File: config.mk
export PLATFORM = sky130hd
export DESIGN_NAME = alu_multicycle_flat
export DESIGN_NICKNAME = d
export VERILOG_FILES = /design/src/rtl/alu_multicycle_if.sv /design/src/rtl/alu_multicycle.sv /design/src/flat_wrapper.sv
export SDC_FILE = /design/constraint.sdc
export NUM_CORES = 1
export LEC_CHECK = 0
export CORE_MARGIN = 2
export CORE_UTILIZATION = 40
export DETAILED_ROUTE_END_ITERATION = 7
export GPL_TIMING_DRIVEN = 1
export SLEW_MARGIN = 10
export SYNTH_ARGS = -nofsm -noshare
export SYNTH_HDL_FRONTEND = slang
export SYNTH_SLANG_ARGS = --single-unit
export TNS_END_PERCENT = 100
File: constraint.sdc
create_clock -name clk -period 4.8 [get_ports clk]
set_input_delay 1.44 -clock clk [delete_from_list [all_inputs] [get_ports clk]]
set_output_delay 1.44 -clock clk [all_outputs]
set_load 0.005 [all_outputs]
File: src/rtl/alu_multicycle_if.sv
// Issue/result bundle between the stack CPU core and the iterative multiply/divide unit.
// The core drives the request side as master; the unit answers as slave.
interface alu_multicycle_if #(
  parameter int WIDTH = 16
);
  logic             flush;
  logic             start;
  logic [1:0]       op;
  logic [WIDTH-1:0] operand_a;
  logic [WIDTH-1:0] operand_b;
  logic             busy;
  logic             done;
  logic [WIDTH-1:0] result_low;
  logic [WIDTH-1:0] result_high;
  logic             div_by_zero;

  modport master (
    output flush, start, op, operand_a, operand_b,
    input  busy, done, result_low, result_high, div_by_zero
  );

  modport slave (
    input  flush, start, op, operand_a, operand_b,
    output busy, done, result_low, result_high, div_by_zero
  );
endinterface

File: src/rtl/alu_multicycle.sv
// Iterative multiply/divide unit: one result bit per cycle on operand magnitudes,
// with the sign fix-up folded into the last RUN cycle so it costs no extra latency.
module alu_multicycle #(
  parameter int WIDTH = 16
) (
  input logic         clk,
  input logic         reset,
  alu_multicycle_if.slave bus
);
  localparam int COUNT_BITS = $clog2(WIDTH + 1);

  typedef enum logic [1:0] {
    S_IDLE,
    S_RUN,
    S_DONE
  } state_t;

  state_t                  r_state;
  state_t                  w_stateNext;
  logic [COUNT_BITS-1:0]   r_count;
  logic [1:0]              r_op;
  logic [2*WIDTH-1:0]      r_acc;
  logic [WIDTH-1:0]        r_opB;
  logic                    r_negLow;
  logic                    r_negHigh;
  logic [WIDTH-1:0]        r_resLow;
  logic [WIDTH-1:0]        r_resHigh;
  logic                    r_dbz;

  logic                    w_accept;
  logic                    w_zeroDiv;
  logic                    w_lastStep;
  logic [WIDTH-1:0]        w_magA;
  logic [WIDTH-1:0]        w_magB;
  logic [WIDTH:0]          w_mulSum;
  logic [2*WIDTH-1:0]      w_mulNext;
  logic [WIDTH:0]          w_divShift;
  logic                    w_divFits;
  logic [WIDTH-1:0]        w_divDiff;
  logic [2*WIDTH-1:0]      w_divNext;
  logic [2*WIDTH-1:0]      w_accNext;
  logic [2*WIDTH-1:0]      w_mulSigned;
  logic [WIDTH-1:0]        w_quo;
  logic [WIDTH-1:0]        w_rem;
  logic [WIDTH-1:0]        w_resLow;
  logic [WIDTH-1:0]        w_resHigh;

  // Requests are only taken when not iterating; flush cancels any acceptance.
  always_comb begin
    w_accept   = (r_state != S_RUN) && bus.start && !bus.flush;
    w_zeroDiv  = w_accept && bus.op[1] && (bus.operand_b == '0);
    w_lastStep = (r_state == S_RUN) && (r_count == COUNT_BITS'(WIDTH - 1)) && !bus.flush;
    w_magA     = (bus.op[0] && bus.operand_a[WIDTH-1]) ? -bus.operand_a : bus.operand_a;
    w_magB     = (bus.op[0] && bus.operand_b[WIDTH-1]) ? -bus.operand_b : bus.operand_b;
  end

  always_ff @(posedge clk or posedge reset) begin
    if (reset) begin
      r_state <= S_IDLE;
    end else begin
      r_state <= w_stateNext;
    end
  end

  always_comb begin
    w_stateNext = r_state;
    unique case (r_state)
      S_IDLE, S_DONE: w_stateNext = w_accept ? (w_zeroDiv ? S_DONE : S_RUN) : S_IDLE;
      S_RUN:          if (w_lastStep) w_stateNext = S_DONE;
      default:        w_stateNext = S_IDLE;
    endcase
    if (bus.flush) begin
      w_stateNext = S_IDLE;
    end
  end

  // Accumulator: multiplier shifts out of the low half while the product grows in the
  // high half; for division the high half is the partial remainder and the low half
  // turns from dividend into quotient.
  always_comb begin
    w_mulSum    = {1'b0, r_acc[2*WIDTH-1:WIDTH]} + (r_acc[0] ? {1'b0, r_opB} : '0);
    w_mulNext   = {w_mulSum, r_acc[WIDTH-1:1]};
    w_divShift  = {r_acc[2*WIDTH-1:WIDTH], r_acc[WIDTH-1]};
    w_divFits   = w_divShift >= {1'b0, r_opB};
    w_divDiff   = w_divShift[WIDTH-1:0] - r_opB;
    w_divNext   = {(w_divFits ? w_divDiff : w_divShift[WIDTH-1:0]), r_acc[WIDTH-2:0], w_divFits};
    w_accNext   = r_op[1] ? w_divNext : w_mulNext;
    w_mulSigned = r_negLow ? -w_accNext : w_accNext;
    w_quo       = w_accNext[WIDTH-1:0];
    w_rem       = w_accNext[2*WIDTH-1:WIDTH];
    if (r_op[1]) begin
      w_resLow  = r_negLow ? -w_quo : w_quo;
      w_resHigh = r_negHigh ? -w_rem : w_rem;
    end else begin
      w_resLow  = w_mulSigned[WIDTH-1:0];
      w_resHigh = w_mulSigned[2*WIDTH-1:WIDTH];
    end
  end

  always_ff @(posedge clk or posedge reset) begin
    if (reset) begin
      r_count   <= '0;
      r_op      <= '0;
      r_acc     <= '0;
      r_opB     <= '0;
      r_negLow  <= 1'b0;
      r_negHigh <= 1'b0;
      r_resLow  <= '0;
      r_resHigh <= '0;
      r_dbz     <= 1'b0;
    end else if (!bus.flush) begin
      if (w_accept) begin
        r_op      <= bus.op;
        r_count   <= '0;
        r_negLow  <= bus.op[0] && (bus.operand_a[WIDTH-1] ^ bus.operand_b[WIDTH-1]);
        r_negHigh <= bus.op[0] && bus.op[1] && bus.operand_a[WIDTH-1];
        if (bus.op[1]) begin
          r_acc <= {{WIDTH{1'b0}}, w_magA};
          r_opB <= w_magB;
        end else begin
          r_acc <= {{WIDTH{1'b0}}, w_magB};
          r_opB <= w_magA;
        end
        if (w_zeroDiv) begin
          r_resLow  <= '1;
          r_resHigh <= bus.operand_a;
          r_dbz     <= 1'b1;
        end
      end else if (r_state == S_RUN) begin
        r_acc   <= w_accNext;
        r_count <= r_count + COUNT_BITS'(1);
        if (w_lastStep) begin
          r_resLow  <= w_resLow;
          r_resHigh <= w_resHigh;
          r_dbz     <= 1'b0;
        end
      end
    end
  end

  assign bus.busy        = (r_state == S_RUN);
  assign bus.done        = (r_state == S_DONE);
  assign bus.result_low  = r_resLow;
  assign bus.result_high = r_resHigh;
  assign bus.div_by_zero = r_dbz;
endmodule

File: src/flat_wrapper.sv
// flat-port wrapper written by rule: the top's interface ports become plain ports
module alu_multicycle_flat 
#(
  parameter int WIDTH = 16
)
  (clk, reset, bus_flush, bus_start, bus_op, bus_operand_a, bus_operand_b, bus_busy, bus_done, bus_result_low, bus_result_high, bus_div_by_zero);
  alu_multicycle_if #(.WIDTH(WIDTH)) bus_i ();
  input logic clk;
  input logic reset;
  input wire logic [$bits(bus_i.flush)-1:0] bus_flush;
  input wire logic [$bits(bus_i.start)-1:0] bus_start;
  input wire logic [$bits(bus_i.op)-1:0] bus_op;
  input wire logic [$bits(bus_i.operand_a)-1:0] bus_operand_a;
  input wire logic [$bits(bus_i.operand_b)-1:0] bus_operand_b;
  output wire logic [$bits(bus_i.busy)-1:0] bus_busy;
  output wire logic [$bits(bus_i.done)-1:0] bus_done;
  output wire logic [$bits(bus_i.result_low)-1:0] bus_result_low;
  output wire logic [$bits(bus_i.result_high)-1:0] bus_result_high;
  output wire logic [$bits(bus_i.div_by_zero)-1:0] bus_div_by_zero;
  assign bus_i.flush = bus_flush;
  assign bus_i.start = bus_start;
  assign bus_i.op = bus_op;
  assign bus_i.operand_a = bus_operand_a;
  assign bus_i.operand_b = bus_operand_b;
  assign bus_busy = bus_i.busy;
  assign bus_done = bus_i.done;
  assign bus_result_low = bus_i.result_low;
  assign bus_result_high = bus_i.result_high;
  assign bus_div_by_zero = bus_i.div_by_zero;
  alu_multicycle #(.WIDTH(WIDTH)) u_core (.clk(clk), .reset(reset), .bus(bus_i));
endmodule
==> impl_metrics.py, run 1 <==
metrics = {
    "global_routing": {
        "grt_pass1_vias": 7058,
        "grt_overflow": 0,
        "antenna_found_initial": 1,
        "grt_max_degree": 60,
        "grt_pass1_wl_um": 39600,
        "grt_usage": 0.253,
    },
    "clock_tree": {
        "clock_path_buffers": 2,
        "numCtsBuffers": 9,
        "postCtsHoldBufs": 0,
        "cts-htree-levels": 3,
        "clock_latency_ps": 360,
        "clk_pin_slew_ps": 80,
        "cts_sinks": 91,
        "cts_tree": "built",
        "cts_root_buf": "clkbuf_16",
    },
    "synth": {
        "seq_area_frac_synth": 0.292,
        "syn-mean-instance-area_sq_um": 7.77,
        "synth_edf_count": 0,
        "synth.cell_area_sq_um": 7790,
        "ys_types": 78,
        "synth_seq_cells": 91,
        "ys_top_cells_by_area": "dfrtp_1 29%, o21ai_0 7.1%, nand2_1 6.4%",
        "syn_nets": 1081,
        "synth_top_cell_area_share": 0.292,
        "syn_inst": 1003,
        "synthArstFlopShare": 1.00,
        "synth_ff_type": "dfrtp_1",
        "synth_top_cell_by_area": "dfrtp_1",
        "synth-warning-count": 0,
    },
    "setup_path": {
        "path_max_fanout": 7,
        "critPathRequiredTime_ps": 5010,
        "cp-end-kind": "register",
        "critPathMaxStageDelay_ps": 420,
        "crit_path_top_delay_cell": "dfrtp_1",
        "path_class": "register to register",
        "crit_chain": "ha_1 -> a21o_1 -> a31o_4 -> a2111oi_4 -> a21oi_1 -> a21oi_1 -> ha_1 -> o21ai_1 -> nor4_2 -> o21ai_1 -> or3_1 -> a21boi_1 -> a31o_2 -> inv_1 -> o41ai_2 -> xor2_1 -> o21ai_1",
        "crit_path_frequent_cell": "o21ai_1",
        "arrival_ps": 4510,
        "startpoint_type": "register",
    },
    "cells_and_area": {
        "antennaDiodeCount": 0,
        "final_common_cell": "nand2_1",
        "drive_gt1_frac": 0.0773,
        "layout_common_cells": "133 x nand2_1, 110 x o21ai_0, 96 x a21oi_1, 90 x dfrtp_1, 85 x nor2_1",
        "final_core_util": 0.479,
        "area_delta_synth_final_pct": 18.6,
        "nets": 1147,
    },
    "sta": {
        "maxSlewViolCount": 0,
        "worstMarginPinSlew_ps": 852,
        "rsz0062_at_grt": "no",
        "skew_ps": 8.70,
        "hold_slack_ps": 484,
        "max_freq_mhz": 233,
        "period_needed_ps": 4290,
        "hold_violations": 0,
        "setup-violations-final": 0,
        "max_slew_margin": 0.430,
        "timing.final.crit_share": 0.894,
        "finalSetupTns_ps": 0,
    },
    "drt": {
        "num_vias": 7558,
        "drc": 0,
        "drt-total-wl_um": 25500,
        "vias_per_cell": 5.64,
        "first_iter_violations": 523,
        "antenna_left": 0,
        "wire_per_inst_um": 19.1,
        "dr.pass1.iters": 5,
    },
    "die": {
        "die_area_sq_um": 20600,
        "core-area_sq_um": 19300,
        "start_util": 0.404,
        "die_width_um": 144,
        "ioPinCount": 73,
        "rows": 51,
        "fp.dieH_um": 144,
    },
    "hold_path": {
        "hp-class": "register to register",
    },
    "pwr": {
        "pwr_density_cell_nw_per_um2": 434,
        "ir_worst_vdd_uv": 241,
        "leakage_uw": 0.00405,
        "total_power_uw": 4010,
    },
    "run": {
        "max-cap-violations": 0,
    },
    "placed_design": {
        "place_congestion": 0.891,
        "hpwlAfterDp_um": 19600,
        "portBuffers": 72,
    },
    "outcome": {
        "outcome": "finished clean",
    },
}
cell usage after synthesis (22+ instances only):
cell and number:
a21oi_1 97, and2_1 25, clkbuf_1 42, dfrtp_1 91, ha_1 38, inv_1 40, mux2i_1 22, nand2_1 133
nor2_1 85, nor3_1 36, o21ai_0 110, xnor2_1 44, xor2_1 31
metrics by stage:
step                      cells  setup slack, ps  instance area [sq um]
final                      1339              510                   9240
after global routing       1339             34.8                   9240
after CTS                  1339              323                   9220
after detailed placement   1323              358                   8900
after global placement     1323              440                   8900
after floorplan            1003              402                   7790
where the power goes:
| group | switching, uW | total [uW] | internal, uW | leakage, uW |
|---|---|---|---|---|
| clock network | 362 | 781 | 419 | 0.000156 |
| logic | 1320 | 2210 | 890 | 0.00268 |
| registers | 149 | 1020 | 872 | 0.00121 |
final timing paths:
| path | startpoint | endpoint | slack [ps] | cells past startpoint |
|---|---|---|---|---|
| worst min register to register | u_core.bus.div_by_zero | u_core.bus.div_by_zero | 480 | 1 |
| worst min-delay path | u_core.bus.div_by_zero | u_core.bus.div_by_zero | 480 | 1 |
| min in group asynchronous | reset | u_core.r_acc[6] | 1550 | 2 |
| worst max-delay path | u_core.r_acc[23] | u_core.bus.result_high[14] | 510 | 17 |
| worst max register to register | u_core.r_acc[23] | u_core.bus.result_high[14] | 510 | 17 |
| max in group asynchronous | reset | u_core.r_acc[31] | 2450 | 3 |
flip-flops by register name (all words and copies together), names as in the netlist:
| name | count |
|---|---|
| u_core.bus.div_by_zero | 1 |
| u_core.bus.result_high | 16 |
| u_core.bus.result_low | 16 |
| u_core.r_acc | 32 |
| u_core.r_count | 5 |
| u_core.r_negHigh | 1 |
| u_core.r_negLow | 1 |
| u_core.r_op | 1 |
| u_core.r_opB | 16 |
| u_core.r_state | 2 |
area by class of cell:
| type | instances | area, sq um |
|---|---|---|
| Fill cell | 1942 | 10000 |
| Multi-Input combinational cell | 821 | 5190 |
| Sequential cell | 91 | 2280 |
| Timing Repair Buffer | 106 | 971 |
| Tap cell | 265 | 332 |
| Clock buffer | 9 | 225 |
| Inverter | 40 | 153 |
| Clock inverter | 7 | 92.6 |
critical path: cells and delay by family (launching register included):
kind / cells / cell delay [ps]
xor+xnor: 1 / 180
flops: 1 / 420
compound gates: 11 / 2270
fa+ha+maj: 2 / 580
buf+inv: 1 / 60
simple gates: 2 / 650
kinds of logic (layout without fill, tap and decap cells):
logic type,Yosys count,after routing,share of synthesized area
AO/OA/AOI/OAI,324,324,0.260
XOR/XNOR,75,75,0.0843
buffers and inverters,91,162,0.0458
multiplexers,29,29,0.0389
adder cells (fa/ha/maj),40,40,0.0662
AND/OR/NAND/NOR,353,353,0.212
flip-flops,91,91,0.292
repair_timing:
item	CTS	global route
endpoints found under the setup margin	0	2
hold endpoints to repair	0	0
buffers inserted	0	0
gates resized for setup	0	5
layer usage:
| metal | routed length [um] | vias to the layer above | share of wire | global-route usage |
|---|---|---|---|---|
| li1 | - | 3713 | - | - |
| met5 | 13 | - | 0.00051 | 0 |
| met4 | 856 | 2 | 0.034 | 0.0929 |
| met3 | 1240 | 43 | 0.049 | 0.0413 |
| met1 | 11300 | 3581 | 0.44 | 0.337 |
| met2 | 12200 | 219 | 0.48 | 0.414 |
(Power assumes the default switching activity.)
==> inputs of run 2 (changes only) <==
==> constraint.sdc (replaced) <==
create_clock -name clk -period 4.8 [get_ports clk]
set_input_delay 0.72 -clock clk [delete_from_list [all_inputs] [get_ports clk]]
set_output_delay 0.72 -clock clk [all_outputs]
set_load 0.005 [all_outputs]
==> run 2 against run 1 <==
Against the previous run: combinational power is essentially flat; via count shrank 1.2%; sequential power barely moved; largest cell class unchanged; die area is the same; final area shrank 0.46%; setup slack lost 62 ps; first-iteration DRC count fell by 9.9%; flip-flop and latch count unchanged; sequential share of layout area is 0.11 points higher; global-route usage is 0.083 points higher.
==> impl_metrics.py, run 2 (synthesis gave the netlist of run 1 again) <==
metrics = {
    "clock_tree": {
        "clock_latency_ps": 360,
        "cts_sinks": 91,
        "clk_pin_slew_ps": 80,
        "cts_root_buf": "clkbuf_16",
        "cts_tree": "built",
        "post_cts.repair.setup_buffers": 0,
        "cts-htree-levels": 3,
        "clock_path_buffers": 2,
        "numCtsBuffers": 9,
    },
    "sta": {
        "period_needed_ps": 4350,
        "worstMarginPinSlew_ps": 919,
        "max_slew_margin": 0.387,
        "skew_ps": 9.93,
        "fin_ws_ps": 447,
        "hold_violations": 0,
        "maxSlewViolCount": 0,
        "max_freq_mhz": 230,
        "setup-violations-final": 0,
        "timing.final.crit_share": 0.907,
        "rsz0062_at_grt": "no",
        "finalSetupTns_ps": 0,
    },
    "hold_path": {
        "hp-class": "register to register",
    },
    "global_routing": {
        "grt_pass1_vias": 7223,
        "grt_usage": 0.254,
        "grt_pass1_wl_um": 40200,
        "grt_overflow": 0,
        "antenna_found_initial": 0,
        "grt_max_degree": 67,
    },
    "pwr": {
        "pwr_density_cell_nw_per_um2": 437,
        "p_comb_frac": 0.555,
        "ir_worst_vdd_uv": 208,
        "sw_frac_of_total": 0.456,
        "switchingPower_uw": 1830,
        "pwr-share-clk": 0.194,
        "intPower_uw": 2190,
        "power_frac_seq": 0.252,
        "leakage_uw": 0.00403,
    },
    "die": {
        "core-area_sq_um": 19300,
        "rows": 51,
        "ioPinCount": 73,
        "die_area_sq_um": 20600,
        "die_width_um": 144,
        "fp.dieH_um": 144,
        "start_util": 0.404,
    },
    "drt": {
        "wire_per_inst_um": 19.2,
        "drc": 0,
        "antenna_left": 0,
        "dr.pass1.iters": 5,
        "vias_per_cell": 5.59,
        "first_iter_violations": 471,
        "drt-total-wl_um": 25700,
        "num_vias": 7468,
    },
    "placed_design": {
        "hpwlAfterDp_um": 19600,
        "portBuffers": 72,
        "placedInstanceArea_sq_um": 8870,
        "dp_slack_ps": 290,
        "place_congestion": 0.946,
    },
    "setup_path": {
        "path_max_fanout": 7,
        "startpoint_type": "register",
        "crit_chain": "ha_1 -> a21o_1 -> a31o_4 -> a2111oi_4 -> a21oi_1 -> a21oi_1 -> ha_1 -> o21ai_1 -> nor4_2 -> o21ai_1 -> or3_1 -> a21boi_1 -> a31o_2 -> inv_1 -> o41ai_1 -> xor2_1 -> o21ai_1",
        "crit_end": "u_core.bus.result_high[14]",
        "arrival_ps": 4560,
        "reg2reg_slack_ps": 450,
        "reg2reg_depth": 17,
        "crit_cells": 17,
        "cp-end-kind": "register",
        "critPathMaxStageDelay_ps": 430,
        "rr_startpoint": "u_core.r_acc[23]",
        "critPathRequiredTime_ps": 5010,
        "crit_path_frequent_cell": "o21ai_1",
        "regToRegEndpoint": "u_core.bus.result_high[14]",
        "crit_path_top_delay_cell": "dfrtp_1",
        "crit_family": "compound AO/OA/AOI/OAI gates",
        "cp.buffers_inverters": 1,
        "cp-startpoint": "u_core.r_acc[23]",
        "path_class": "register to register",
    },
    "cells_and_area": {
        "final_area_sq_um": 9200,
        "drive_gt1_frac": 0.0729,
        "antennaDiodeCount": 0,
        "largest_register": "u_core.r_acc",
        "area_delta_synth_final_pct": 18.0,
        "layout_common_cells": "133 x nand2_1, 110 x o21ai_0, 96 x a21oi_1, 90 x dfrtp_1, 85 x nor2_1",
        "final_common_cell": "nand2_1",
        "nets": 1143,
        "largest_register_ff_count": 32,
    },
    "outcome": {
        "outcome": "finished clean",
    },
    "run": {
        "max-cap-violations": 0,
    },
}
run 2: changes by cell type in the layout (fill, tap and decap cells not counted):
cell / before / now
inv_8: 1 / 2
clkinv_8: 1 / 0
o41ai_1: 4 / 5
inv_6: 3 / 4
buf_4: 34 / 30
clkinv_4: 1 / 0
o41ai_2: 1 / 0
run 2: worst min-delay path by stage:
| stage | from | endpoint | cells past startpoint |
|---|---|---|---|
| 3_5_place_dp | u_core.bus.div_by_zero | u_core.bus.div_by_zero | 1 |
| 5_1_grt | u_core.bus.result_high[1] | u_core.bus.result_high[1] | 2 |
| 6_report | u_core.bus.div_by_zero | u_core.bus.div_by_zero | 1 |
| 3_3_place_gp | u_core.bus.div_by_zero | u_core.bus.div_by_zero | 1 |
| 2_1_floorplan | u_core.r_count[4] | u_core.r_count[4] | 2 |
| 4_1_cts | u_core.bus.div_by_zero | u_core.bus.div_by_zero | 1 |
run 2: through the flow:
step / utilization / total power [uW] / hold slack, ps / std cells
after floorplan: - / 2520 / 450 / 1003
after global placement: 0.460 / 3200 / 459 / 1319
after detailed placement: 0.460 / 3210 / 466 / 1319
after CTS: 0.476 / 4000 / 484 / 1335
after global routing: 0.477 / 4290 / 510 / 1335
final: 0.477 / 4020 / 479 / 1335
run 2: layout make-up:
type,count,area [sq um]
fillers,1909,10100
inverters,40,153
well taps,265,332
repair buffers,102,941
multi-input cells,821,5180
clock buffers,9,225
flip-flops and latches,91,2280
clock inverters,7,87.6
run 2: per-layer routing:
| metal | track usage | vias to the layer above | wire [um] |
|---|---|---|---|
| li1 | - | 3697 | - |
| met1 | 0.342 | 3559 | 11700 |
| met2 | 0.423 | 175 | 12200 |
| met3 | 0.0323 | 37 | 1010 |
| met4 | 0.0826 | 0 | 775 |
| met5 | 0 | - | 0 |
run 2: power groups by stage:
stage	registers (uW)	clock network, uW	logic, uW
global route	1030	821	2440
finish	1010	778	2230
detailed placement	1020	0	2180
floorplan	970	0	1550
CTS	1010	792	2200
global placement	1020	0	2180
run 2: worst register-to-register path, stage by stage (launching register included):
cell	delay (ps)
dfrtp_1	430
ha_1	390
a21o_1	200
a31o_4	230
a2111oi_4	360
a21oi_1	170
a21oi_1	190
ha_1	190
o21ai_1	110
nor4_2	280
o21ai_1	170
or3_1	380
a21boi_1	220
a31o_2	240
inv_1	50
o41ai_1	350
xor2_1	180
o21ai_1	70
run 2: repair_timing:
item | 4_1_cts | 5_1_grt
setup endpoints to repair | 0 | 2
resized for setup | 0 | 4
hold buffers | 0 | 0
==> inputs of run 3 (changes only) <==
--- a/config.mk
+++ b/config.mk
@@ -6,9 +6,10 @@
 export NUM_CORES = 1
 export LEC_CHECK = 0
 export CORE_MARGIN = 2
-export CORE_UTILIZATION = 40
+export CORE_UTILIZATION = 59
 export DETAILED_ROUTE_END_ITERATION = 7
 export GPL_TIMING_DRIVEN = 1
+export PLACE_DENSITY = 0.82
 export SLEW_MARGIN = 10
 export SYNTH_ARGS = -nofsm -noshare
 export SYNTH_HDL_FRONTEND = slang
==> run 3 against run 2 <==
Against the previous run: setup slack lost 110 ps; via count grew 5.4%; global-route usage up 9.4 points; final area fell by 1.2%; first-iteration DRC count up 82%; flip-flop and latch count unchanged; routed wire length shrank 4.9%; clock skew decreased by 1.8 ps; largest cell class unchanged; highest routed layer is now met5.
==> impl_metrics.py, run 3 (synthesis gave the netlist of run 1 again) <==
metrics = {
    "outcome": {
        "outcome": "finished clean",
    },
    "setup_path": {
        "crit_chain": "ha_1 -> a21o_1 -> a211o_1 -> a2111oi_4 -> a21oi_1 -> a21oi_2 -> ha_1 -> o21ai_1 -> nor4_2 -> o21ai_1 -> or3_1 -> a21boi_1 -> a31o_2 -> inv_1 -> o41ai_1 -> xor2_1 -> o21ai_1",
        "reg2reg_depth": 17,
        "crit_path_frequent_cell": "o21ai_1",
        "path_class": "register to register",
        "cp-startpoint": "u_core.r_acc[29]",
        "regToRegEndpoint": "u_core.bus.result_high[14]",
        "critPathMaxStageDelay_ps": 420,
        "rr_startpoint": "u_core.r_acc[29]",
        "path_max_fanout": 6,
        "arrival_ps": 4680,
        "critPathRequiredTime_ps": 5020,
        "reg2reg_slack_ps": 340,
        "startpoint_type": "register",
        "cp.buffers_inverters": 1,
        "crit_family": "compound AO/OA/AOI/OAI gates",
        "crit_path_top_delay_cell": "dfrtp_1",
        "cp-end-kind": "register",
    },
    "cells_and_area": {
        "final_area_sq_um": 9090,
        "area_delta_synth_final_pct": 16.6,
        "largest_register": "u_core.r_acc",
        "largest_register_ff_count": 32,
        "layout_common_cells": "133 x nand2_1, 110 x o21ai_0, 96 x a21oi_1, 90 x dfrtp_1, 85 x nor2_1",
        "nets": 1146,
        "final_common_cell": "nand2_1",
        "drive_gt1_frac": 0.0736,
        "antennaDiodeCount": 0,
    },
    "hold_path": {
        "hp-class": "register to register",
        "hold_start": "u_core.bus.div_by_zero",
        "hold_depth": 1,
        "hold_end": "u_core.bus.div_by_zero",
    },
    "sta": {
        "hold_violations": 0,
        "hold_slack_ps": 482,
        "setup-violations-final": 0,
        "finalSetupTns_ps": 0,
        "maxSlewViolCount": 0,
        "period_needed_ps": 4460,
        "skew_ps": 8.11,
        "worstMarginPinSlew_ps": 904,
        "max_slew_margin": 0.395,
        "fin_ws_ps": 335,
        "timing.final.crit_share": 0.930,
        "rsz0062_at_grt": "no",
        "max_freq_mhz": 224,
    },
    "placed_design": {
        "portBuffers": 72,
        "place_congestion": 1.01,
        "hpwlAfterDp_um": 18600,
        "dp_slack_ps": 119,
        "placedInstanceArea_sq_um": 8760,
    },
    "drt": {
        "drt-total-wl_um": 24400,
        "first_iter_violations": 856,
        "antenna_left": 0,
        "wire_per_inst_um": 19.6,
        "dr.pass1.iters": 5,
        "vias_per_cell": 6.33,
        "drc": 0,
        "num_vias": 7875,
    },
    "pwr": {
        "total_power_uw": 3950,
        "ir_worst_vdd_uv": 232,
        "pwr_density_cell_nw_per_um2": 434,
        "leakage_uw": 0.00403,
    },
    "global_routing": {
        "antenna_found_initial": 2,
        "grt_pass1_vias": 7269,
        "grt_max_degree": 60,
        "grt_usage": 0.348,
        "grt_pass1_wl_um": 38600,
        "grt_overflow": 0,
    },
    "die": {
        "core-area_sq_um": 12800,
        "fp.dieH_um": 119,
        "rows": 41,
        "start_util": 0.610,
        "ioPinCount": 73,
        "die_width_um": 119,
        "die_area_sq_um": 14100,
    },
    "clock_tree": {
        "clock_path_buffers": 2,
        "clock_latency_ps": 360,
        "cts_tree": "built",
        "cts_root_buf": "clkbuf_16",
        "numCtsBuffers": 9,
        "cts_sinks": 91,
        "clk_pin_slew_ps": 80,
        "cts-htree-levels": 3,
    },
    "run": {
        "max-cap-violations": 0,
    },
}
[run 3: worst max-delay path by stage]
stage                                             to  slack (ps)  cells after the start
after global routing      u_core.bus.result_high[14]           9                     18
after detailed placement  u_core.bus.result_high[14]         120                     17
final                     u_core.bus.result_high[14]         340                     17
after CTS                 u_core.bus.result_high[14]         100                     17
after floorplan           u_core.bus.result_high[14]         400                     18
after global placement    u_core.bus.result_high[14]         260                     17
[run 3: layer usage]
layer / routed length (um) / global-route usage
met1: 10300 / 0.486
met2: 10500 / 0.517
met3: 2670 / 0.0852
met4: 923 / 0.144
met5: 23 / 0
[run 3: report_power, final]
part	internal, uW	switching [uW]	total [uW]
combinational	892	1300	2190
sequential	872	152	1020
clock	371	361	733
[run 3: layout make-up]
| class | count | area (sq um) |
|---|---|---|
| clock inverters | 7 | 81.3 |
| repair buffers | 105 | 963 |
| clock buffers | 9 | 225 |
| inverters | 40 | 151 |
| fillers | 1032 | 3680 |
| multi-input cells | 821 | 5170 |
| flip-flops and latches | 91 | 2280 |
| well taps | 172 | 215 |
[run 3: timing repair]
action,4_1_cts,5_1_grt
endpoints found under the setup margin,0,5
hold buffers,0,0
gates resized for setup,0,3
setup buffers,0,1
[run 3: stage by stage]
stage	instances	utilization
finish	1245	0.712
floorplan	1003	-
global placement	1228	0.686
CTS	1244	0.710
detailed placement	1228	0.686
global route	1245	0.712
